<file path="config.mk">
export PLATFORM = sky130hd
export DESIGN_NAME = serial_rx_package_flat
export DESIGN_NICKNAME = d
export VERILOG_FILES = /design/src/rtl/serial_rx_package_if.sv /design/src/rtl/serial_rx_package.sv /design/src/flat_wrapper.sv
export SDC_FILE = /design/constraint.sdc
export NUM_CORES = 1
export LEC_CHECK = 0
export BUFFER_PORTS_ARGS = -buffer_cell sky130_fd_sc_hd__buf_4
export CORE_ASPECT_RATIO = 1.25
export CORE_UTILIZATION = 37
export DETAILED_ROUTE_END_ITERATION = 10
export PLACE_DENSITY = 0.54
export SYNTH_ARGS = -nofsm -noshare
export SYNTH_HDL_FRONTEND = slang
export SYNTH_SLANG_ARGS = --single-unit
</file>
<file path="constraint.sdc">
create_clock -name clk -period 2.2 [get_ports clk]
set_input_delay 0.33 -clock clk [delete_from_list [all_inputs] [get_ports clk]]
set_output_delay 0.33 -clock clk [all_outputs]
set_load 0.01 [all_outputs]
</file>
<file path="src/rtl/serial_rx_package_if.sv">
// ---------------------------------------------------------------------------
// serial_rx_package_if
//
// Purpose:
//   Parallel output bus of the serial package receiver.  It carries one
//   complete package, a one-cycle strobe when the package updates, and a
//   one-cycle strobe when a frame arrives with a bad stop bit.
//
// Signals:
//   data         package; word k at bits [k*WordWidth +: WordWidth]
//   valid        one-cycle pulse when data updates
//   frame_error  one-cycle pulse on a bad stop bit
//
// Modports:
//   master  driven by the receiver
//   slave   consumed by whatever takes the packages
// ---------------------------------------------------------------------------
interface serial_rx_package_if #(
    parameter int DataWidth = 32
);
    logic [DataWidth-1:0] data;
    logic                 valid;
    logic                 frame_error;

    modport master (
        output data,
        output valid,
        output frame_error
    );

    modport slave (
        input data,
        input valid,
        input frame_error
    );
endinterface

</file>
<file path="src/rtl/serial_rx_package.sv">
// ---------------------------------------------------------------------------
// serial_rx_package
//
// Purpose:
//   Deserialises 8N1-style frames (start 0, WordWidth data bits LSB first,
//   stop 1) from a single asynchronous line and gathers 2**AddressWidth
//   consecutive words into one package.  The complete package is presented
//   on a parallel bus together with a one-cycle valid strobe.  A bad stop
//   bit raises a one-cycle frame_error strobe and discards the partially
//   assembled package.
//
// Ports:
//   clk          system clock, all logic on the rising edge
//   rst          synchronous active-low reset
//   ce           receive enable; only gates detection of new start bits
//   rx           serial line, idle high, asynchronous to clk
//   pkg          output bus (data / valid / frame_error), master side
//
// Parameters:
//   AddressWidth      log2 of words per package (>= 1)
//   WordWidth         data bits per frame (>= 2)
//   SerialTimerWidth  bit period = 2**SerialTimerWidth clk cycles (>= 2)
// ---------------------------------------------------------------------------
module serial_rx_package #(
    parameter int AddressWidth     = 2,
    parameter int WordWidth        = 8,
    parameter int SerialTimerWidth = 3
) (
    input  logic                       clk,
    input  logic                       rst,
    input  logic                       ce,
    input  logic                       rx,
    serial_rx_package_if.master        pkg
);

    localparam int Words       = 2 ** AddressWidth;
    localparam int PkgWidth    = Words * WordWidth;
    localparam int BitCntWidth = (WordWidth > 1) ? $clog2(WordWidth) : 1;

    // Timer terminal counts: half a bit period to reach the middle of the
    // start bit, then a full period between successive mid-bit samples.
    localparam logic [SerialTimerWidth-1:0] HalfLast =
        SerialTimerWidth'((2 ** SerialTimerWidth) / 2 - 1);
    localparam logic [SerialTimerWidth-1:0] FullLast = '1;
    localparam logic [BitCntWidth-1:0]      BitLast  = BitCntWidth'(WordWidth - 1);
    localparam logic [AddressWidth-1:0]     WordLast = '1;

    typedef enum logic [2:0] {
        ST_IDLE,
        ST_START,
        ST_DATA,
        ST_STOP,
        ST_WAIT_IDLE
    } state_t;

    state_t                                 state_q;
    logic                                   rx_meta_q;
    logic                                   rx_s_q;
    logic [SerialTimerWidth-1:0]            timer_q;
    logic [BitCntWidth-1:0]                 bit_cnt_q;
    logic [WordWidth-1:0]                   shift_q;
    logic [AddressWidth-1:0]                word_idx_q;
    logic [Words-1:0][WordWidth-1:0]        slots_q;
    logic [PkgWidth-1:0]                    data_q;
    logic                                   valid_q;
    logic                                   ferr_q;

    // Package as it will look once the word currently in the shift register
    // is accepted: the slot addressed by word_idx_q is replaced by the fresh
    // word, every other slot comes from storage.  Only loaded into data_q
    // when the last slot is being filled, so data is never partially updated.
    logic [PkgWidth-1:0]                    pkg_d;

    genvar gi;
    generate
        for (gi = 0; gi < Words; gi++) begin : g_pack
            assign pkg_d[gi*WordWidth +: WordWidth] =
                (word_idx_q == AddressWidth'(gi)) ? shift_q : slots_q[gi];
        end
    endgenerate

    always_ff @(posedge clk) begin
        if (!rst) begin
            state_q    <= ST_IDLE;
            rx_meta_q  <= 1'b1;
            rx_s_q     <= 1'b1;
            timer_q    <= '0;
            bit_cnt_q  <= '0;
            shift_q    <= '0;
            word_idx_q <= '0;
            slots_q    <= '0;
            data_q     <= '0;
            valid_q    <= 1'b0;
            ferr_q     <= 1'b0;
        end else begin
            // Two-flop synchroniser; every decision below uses rx_s_q.
            rx_meta_q <= rx;
            rx_s_q    <= rx_meta_q;

            // Strobes are high for exactly the cycle after they are set.
            valid_q <= 1'b0;
            ferr_q  <= 1'b0;

            case (state_q)
                ST_IDLE: begin
                    if (ce && !rx_s_q) begin
                        state_q <= ST_START;
                        timer_q <= '0;
                    end
                end

                ST_START: begin
                    if (timer_q == HalfLast) begin
                        timer_q   <= '0;
                        bit_cnt_q <= '0;
                        // A line that is high again at mid start bit was a
                        // glitch: drop back without touching any output.
                        state_q   <= rx_s_q ? ST_IDLE : ST_DATA;
                    end else begin
                        timer_q <= timer_q + 1'b1;
                    end
                end

                ST_DATA: begin
                    // Timer wraps from FullLast to zero on its own, so it is
                    // already cleared when the stop state is entered.
                    timer_q <= timer_q + 1'b1;
                    if (timer_q == FullLast) begin
                        shift_q   <= {rx_s_q, shift_q[WordWidth-1:1]};
                        bit_cnt_q <= bit_cnt_q + 1'b1;
                        if (bit_cnt_q == BitLast) begin
                            state_q <= ST_STOP;
                        end
                    end
                end

                ST_STOP: begin
                    timer_q <= timer_q + 1'b1;
                    if (timer_q == FullLast) begin
                        if (rx_s_q) begin
                            slots_q[word_idx_q] <= shift_q;
                            if (word_idx_q == WordLast) begin
                                data_q  <= pkg_d;
                                valid_q <= 1'b1;
                            end
                            // Wraps to zero after the last slot.
                            word_idx_q <= word_idx_q + 1'b1;
                            state_q    <= ST_IDLE;
                        end else begin
                            // Bad stop bit: the whole partial package is
                            // abandoned, data keeps the last good package.
                            ferr_q     <= 1'b1;
                            word_idx_q <= '0;
                            state_q    <= ST_WAIT_IDLE;
                        end
                    end
                end

                ST_WAIT_IDLE: begin
                    // A held-low line (break) must not be taken as a run of
                    // start bits; wait for it to return high first.
                    if (rx_s_q) begin
                        state_q <= ST_IDLE;
                    end
                end

                default: begin
                    state_q <= ST_IDLE;
                end
            endcase
        end
    end

    assign pkg.data        = data_q;
    assign pkg.valid       = valid_q;
    assign pkg.frame_error = ferr_q;

endmodule

</file>
<file path="src/flat_wrapper.sv">
// flat-port wrapper written by rule: the top's interface ports become plain ports
module serial_rx_package_flat 
#(
    parameter int AddressWidth     = 2,
    parameter int WordWidth        = 8,
    parameter int SerialTimerWidth = 3
)
  (clk, rst, ce, rx, pkg_data, pkg_valid, pkg_frame_error);
  serial_rx_package_if pkg_i ();
  input  logic clk;
  input  logic rst;
  input  logic ce;
  input  logic rx;
  output wire logic [$bits(pkg_i.data)-1:0] pkg_data;
  output wire logic [$bits(pkg_i.valid)-1:0] pkg_valid;
  output wire logic [$bits(pkg_i.frame_error)-1:0] pkg_frame_error;
  assign pkg_data = pkg_i.data;
  assign pkg_valid = pkg_i.valid;
  assign pkg_frame_error = pkg_i.frame_error;
  serial_rx_package #(.AddressWidth(AddressWidth), .WordWidth(WordWidth), .SerialTimerWidth(SerialTimerWidth)) u_core (.clk(clk), .rst(rst), .ce(ce), .rx(rx), .pkg(pkg_i));
endmodule
</file>
==> impl_metrics.json, run 1 <==
{
  "irDropWorstVdd_uv": 377.5,
  "cts_sinks": 79,
  "fp.dieH_microns": 111.4,
  "rows": 39,
  "portBuffers": 37,
  "ff2ff_setup_slack_ps": 230,
  "grt_pass1_vias": 2565,
  "tns_ps": 0,
  "end_kind": "flip-flop",
  "reg2reg_depth": 6,
  "die_w_microns": 89.52,
  "grt_max_degree": 46,
  "p_leak_uw": 0.001804,
  "worstSetupPathType": "reg2reg",
  "crit_path_start_kind": "flip-flop",
  "synth-edff-count": 0,
  "ys.flop_type": "dfxtp_1",
  "grt_pass1_wl_microns": 12430,
  "period_needed_ps": 1973,
  "clkTransAtPathRegs_ps": 60,
  "fp.coreArea_sq_mm": 0.009223,
  "worstMarginPinSlew_ps": 449.0,
  "worst-path-buf-inv": 1,
  "critical_path.max_fanout": 37,
  "rsz0062_at_grt": "false",
  "cp_slowest_cell": "dfxtp_1",
  "cts-resized-gates": 0,
  "synth_cells": 373,
  "wl_per_cell_microns": 13.81,
  "postCtsSetupBuffers": 0,
  "syn-mean-instance-area_sq_um": 9.496,
  "yosysWarnings": 0,
  "cp-startpoint": "u_core.timer_q[0]$_SDFFE_PN0P_",
  "place_congestion": 0.7319,
  "worstPathRequired_ps": 2450,
  "max_clock_freq_mhz": 506.8,
  "r2r_end": "u_core.slots_q[1]$_SDFFE_PN0P_",
  "yosys.area.top_type": "dfxtp_1",
  "maxSlewViolCount": 0,
  "dpl.hpwl_microns": 4612,
  "cts_max_level": 3,
  "hold_path_class": "in2reg",
  "area_delta_synth_final_pct": 16.14,
  "drc": 0,
  "worstSetupEndpoint": "u_core.slots_q[1]$_SDFFE_PN0P_",
  "async_flop_share": 0,
  "slew_headroom": 0.7003,
  "fill_cells": 894,
  "grt_overflow_total": 0,
  "slowest_delay_ps": 370,
  "layout_commonest_cell": "dfxtp_1",
  "via_count": 2645,
  "routed_wl_microns": 7223,
  "ant_nets": 0,
  "ios": 38,
  "clkLatencyLatePin_ps": 330,
  "ys_ff_latch": 79,
  "drtPass1Iterations": 4,
  "synth_cell_types": 38,
  "netlist_area_sq_mm": 0.003542,
  "arrival_ps": 2220,
  "final_net_count": 408,
  "r2r-start": "u_core.timer_q[0]$_SDFFE_PN0P_",
  "dieArea_sq_mm": 0.009971,
  "synth_nets": 386,
  "cts_root_buffer": "clkbuf_16",
  "track_usage": 0.1630,
  "path_cells": "ha_1 > nand4b_1 > buf_4 > nor2_2 > nand2_1 > a21boi_0",
  "numCtsBuffers": 9,
  "synth.area.top_cells": "dfxtp_1, mux2i_1, nand2_1",
  "placed_cells": 507,
  "cts-hold-fix-buffers": 0,
  "setup_viol": 0,
  "maxCapViolations": 0,
  "synth_top_area_share": 0.4465,
  "status": "finished clean",
  "antenna_found_initial": 0,
  "hold_viol": 0,
  "ctsLongestPathBuffers": 2,
  "fin_skew_ps": 5.687,
  "drive_gt1_frac": 0.1775,
  "tritoncts": "yes",
  "initial_core_util": 0.3841,
  "cp_top_family": "simple AND/OR/NAND/NOR gates",
  "final.period_utilization": 0.8968,
  "path_depth": 6,
  "seq_area_frac_synth": 0.4465,
  "diodes": 0,
  "layout_common_cells": "dfxtp_1, nand2_1, buf_4",
  "final_cells": 523,
  "drtIter0Drc": 115,
  "vias_per_cell": 5.057,
  "power_density_mw_per_mm2": 704.4
}
==> cell type report <==
type | instances | area, sq um | area share
multi-input cells | 254 | 1729 | 0.4203
flip-flops and latches | 79 | 1582 | 0.3844
repair buffers | 46 | 345.3 | 0.08394
clock buffers | 11 | 252.7 | 0.06144
well taps | 123 | 153.9 | 0.03741
clock inverters | 5 | 32.53 | 0.007908
inverters | 5 | 18.77 | 0.004562
==> sequential cells by signal, summed over array words and instances (netlist names), 2 cells and up <==
| signal | count |
|---|---|
| u_core.bit_cnt_q | 3 |
| u_core.timer_q | 3 |
| u_core.word_idx_q | 2 |
| u_core.pkg.data | 32 |
| u_core.shift_q | 8 |
| u_core.state_q | 3 |
| u_core.slots_q | 24 |
==> layer usage <==
layer  global-route usage  routed length (microns)  vias to the layer above
li1                     -                        -                     1341
met1               0.2113                     3416                     1249
met2               0.2580                     3454                       47
met3              0.04448                      256                        8
met4              0.05714                       95                        0
met5                    0                        0                        -
==> logic make-up after synthesis <==
family / after synthesis / share of synthesized area
adders and majority gates: 9 / 0.03179
buffers and inverters: 40 / 0.06534
AOI/OAI and AO/OA: 102 / 0.2070
and+or+nand+nor: 107 / 0.1477
DFF: 79 / 0.4465
xor gates and xnor gates: 1 / 0.002473
muxes: 35 / 0.09926
==> cell usage after synthesis, types with 2 or more instances <==
cell and n:
nand3_1 6, nand2_1 66, inv_1 5, clkbuf_1 18, ha_1 9, a311oi_1 2
nand4_1 3, nor2b_1 9, buf_4 3, a21boi_0 28, o211a_1 24, a21oi_1 4
and2_1 2, nor2_1 4, buf_2 6, a21boi_1 6, dfxtp_1 79, nand2b_1 5
nor2_2 4, o21ai_0 34, mux2i_1 34, buf_6 6
==> through the flow <==
| stage | instance area [sq um] | setup slack [ps] | power, uW | hold WS, ps | util |
|---|---|---|---|---|---|
| 5_1_grt | 4114 | 22.33 | 3010 | 173.0 | 0.4461 |
| 3_3_place_gp | 3829 | 302.8 | 1521 | 391.2 | 0.4151 |
| 6_report | 4114 | 227.0 | 2898 | 182.7 | 0.4461 |
| 2_1_floorplan | 3542 | 617.1 | 1507 | 386.3 | - |
| 4_1_cts | 4114 | 215.9 | 2936 | 166.4 | 0.4461 |
| 3_5_place_dp | 3829 | 231.3 | 1522 | 395.4 | 0.4151 |
==> worst min path at each step <==
stage / startpoint / to / cells past startpoint
4_1_cts: rx / u_core.rx_meta_q$_SDFF_PN1_ / 2
3_5_place_dp: u_core.rx_meta_q$_SDFF_PN1_ / u_core.rx_s_q$_SDFF_PN1_ / 1
3_3_place_gp: u_core.rx_meta_q$_SDFF_PN1_ / u_core.rx_s_q$_SDFF_PN1_ / 1
2_1_floorplan: u_core.rx_meta_q$_SDFF_PN1_ / u_core.rx_s_q$_SDFF_PN1_ / 1
5_1_grt: rx / u_core.rx_meta_q$_SDFF_PN1_ / 2
6_report: rx / u_core.rx_meta_q$_SDFF_PN1_ / 2
==> power by group <==
part / leakage [uW] / total (uW) / switching [uW] / internal (uW)
logic: 0.00103 / 49.9 / 29.6 / 20.3
registers: 0.000637 / 1440 / 5.20 / 1430
clock network: 0.000134 / 1410 / 588 / 821
total: 0.00180 / 2900 / 623 / 2280
Note: power is estimated with default switching activity, not from simulation.
==> inputs of run 2 (changes only) <==
- REMOVE_ABC_BUFFERS: unset -> 1
==> impl_metrics.json, run 2 (synthesized netlist as in run 1, its figures left out) <==
{
  "p_leak_uw": 0.001849,
  "drive_gt1_frac": 0.1796,
  "fin_skew_ps": 5.543,
  "hold_viol": 0,
  "tns_ps": 0,
  "ant_nets": 0,
  "worstSetupPathType": "reg2reg",
  "via_count": 2617,
  "cp_slowest_cell": "dfxtp_1",
  "clkLatencyLatePin_ps": 330,
  "path_cells": "ha_1 > nand4b_1 > buf_4 > nor2_2 > nand2_1 > a21boi_0",
  "cts-hold-fix-buffers": 0,
  "cts_sinks": 79,
  "drtPass1Iterations": 4,
  "grt_max_degree": 35,
  "crit_path_start_kind": "flip-flop",
  "layout_commonest_cell": "dfxtp_1",
  "fill_cells": 896,
  "dpl.hpwl_microns": 4597,
  "cts_max_level": 3,
  "slowest_delay_ps": 360,
  "hold_path_class": "in2reg",
  "vias_per_cell": 4.994,
  "rsz0062_at_grt": "false",
  "ff2ff_setup_slack_ps": 240,
  "area_delta_synth_final_pct": 18.58,
  "fp.dieH_microns": 111.4,
  "place_congestion": 0.7593,
  "tritoncts": "yes",
  "ctsLongestPathBuffers": 2,
  "worst_slack_ps": 243.4,
  "multi_input_area_sq_mm": 0.001729,
  "cp-startpoint": "u_core.timer_q[0]$_SDFFE_PN0P_",
  "end_kind": "flip-flop",
  "drtIter0Drc": 103,
  "grt_pass1_vias": 2538,
  "cts_root_buffer": "clkbuf_16",
  "slew_headroom": 0.7049,
  "r2r_end": "u_core.slots_q[20]$_SDFFE_PN0P_",
  "drc": 0,
  "irDropWorstVdd_uv": 378.7,
  "r2r-start": "u_core.timer_q[0]$_SDFFE_PN0P_",
  "min-delay-start": "rx",
  "dpl_worst_slack_ps": 252.3,
  "grt_pass1_wl_microns": 12170,
  "antenna_found_initial": 0,
  "critical_path.max_fanout": 31,
  "worstMarginPinSlew_ps": 442.0,
  "grt_overflow_total": 0,
  "period_needed_ps": 1957,
  "hold_end": "u_core.rx_meta_q$_SDFF_PN1_",
  "postCtsSetupBuffers": 0,
  "status": "finished clean",
  "diodes": 0,
  "rows": 39,
  "portBuffers": 37,
  "worstPathRequired_ps": 2450,
  "arrival_ps": 2210,
  "ios": 38,
  "maxCapViolations": 0,
  "reg2reg_depth": 6,
  "wl_per_cell_microns": 13.69,
  "clkTransAtPathRegs_ps": 60,
  "holdWs_ps": 180.8,
  "die_w_microns": 89.52,
  "largest_register_ffs": 32,
  "worst_hold_path.num_cells": 2,
  "worst-path-buf-inv": 1,
  "cts-resized-gates": 0,
  "track_usage": 0.1590,
  "power_density_mw_per_mm2": 742.6,
  "maxSlewViolCount": 0,
  "cp_top_family": "simple AND/OR/NAND/NOR gates",
  "setup_viol": 0,
  "routed_wl_microns": 7172,
  "numCtsBuffers": 9,
  "power_uw": 3119,
  "fp.coreArea_sq_mm": 0.009223,
  "place_area_sq_mm": 0.003869,
  "final_area_sq_mm": 0.004200,
  "dieArea_sq_mm": 0.009971,
  "final_net_count": 410,
  "final.period_utilization": 0.8894,
  "initial_core_util": 0.3841,
  "max_clock_freq_mhz": 511.1,
  "seqCellArea_sq_mm": 0.001582,
  "layout_common_cells": "dfxtp_1, nand2_1, buf_4"
}
==> run 2: cell type report <==
class                   count  area share
inverters                   5    0.004468
repair buffers             48     0.09175
multi-input cells         254      0.4117
clock inverters             3     0.01549
flip-flops and latches     79      0.3765
well taps                 123     0.03664
clock buffers              12     0.06345
==> run 2: report_power, final <==
| part | internal, uW | switching [uW] |
|---|---|---|
| Combinational | 22.2 | 30.5 |
| Sequential | 1430 | 5.41 |
| Clock | 1080 | 550 |
==> run 2: through the flow <==
stage / std cells / util
2_1_floorplan: 338 / -
5_1_grt: 524 / 0.4554
3_5_place_dp: 509 / 0.4195
4_1_cts: 524 / 0.4554
3_3_place_gp: 509 / 0.4195
6_report: 524 / 0.4554
==> run 2: how the worst max path moves through the flow <==
stage	to	slack, ps	cells after the start
final	u_core.slots_q[20]$_SDFFE_PN0P_	240	6
after global routing	u_core.slots_q[4]$_SDFFE_PN0P_	10	6
after CTS	u_core.slots_q[20]$_SDFFE_PN0P_	240	6
after detailed placement	u_core.slots_q[20]$_SDFFE_PN0P_	250	6
after global placement	u_core.slots_q[10]$_SDFFE_PN0P_	340	6
after floorplan	u_core.pkg.data[24]$_SDFFE_PN0P_	-480	5
==> run 2: worst reg2reg max path: cells and delay by family (launching register included) <==
family / cells / cell delay (ps)
adder cells (fa/ha/maj): 1 / 310
flip-flops: 1 / 360
AO/OA/AOI/OAI: 1 / 170
AND/OR/NAND/NOR: 3 / 700
buffers and inverters: 1 / 340
==> run 2: per-layer routing <==
metal  up-vias  wire [microns]  global-route usage
li1       1336               -                   -
met1      1221            3583              0.2060
met2        44            3156              0.2433
met3        16             175             0.02743
met4         0             257             0.09630
met5         -               0                   0
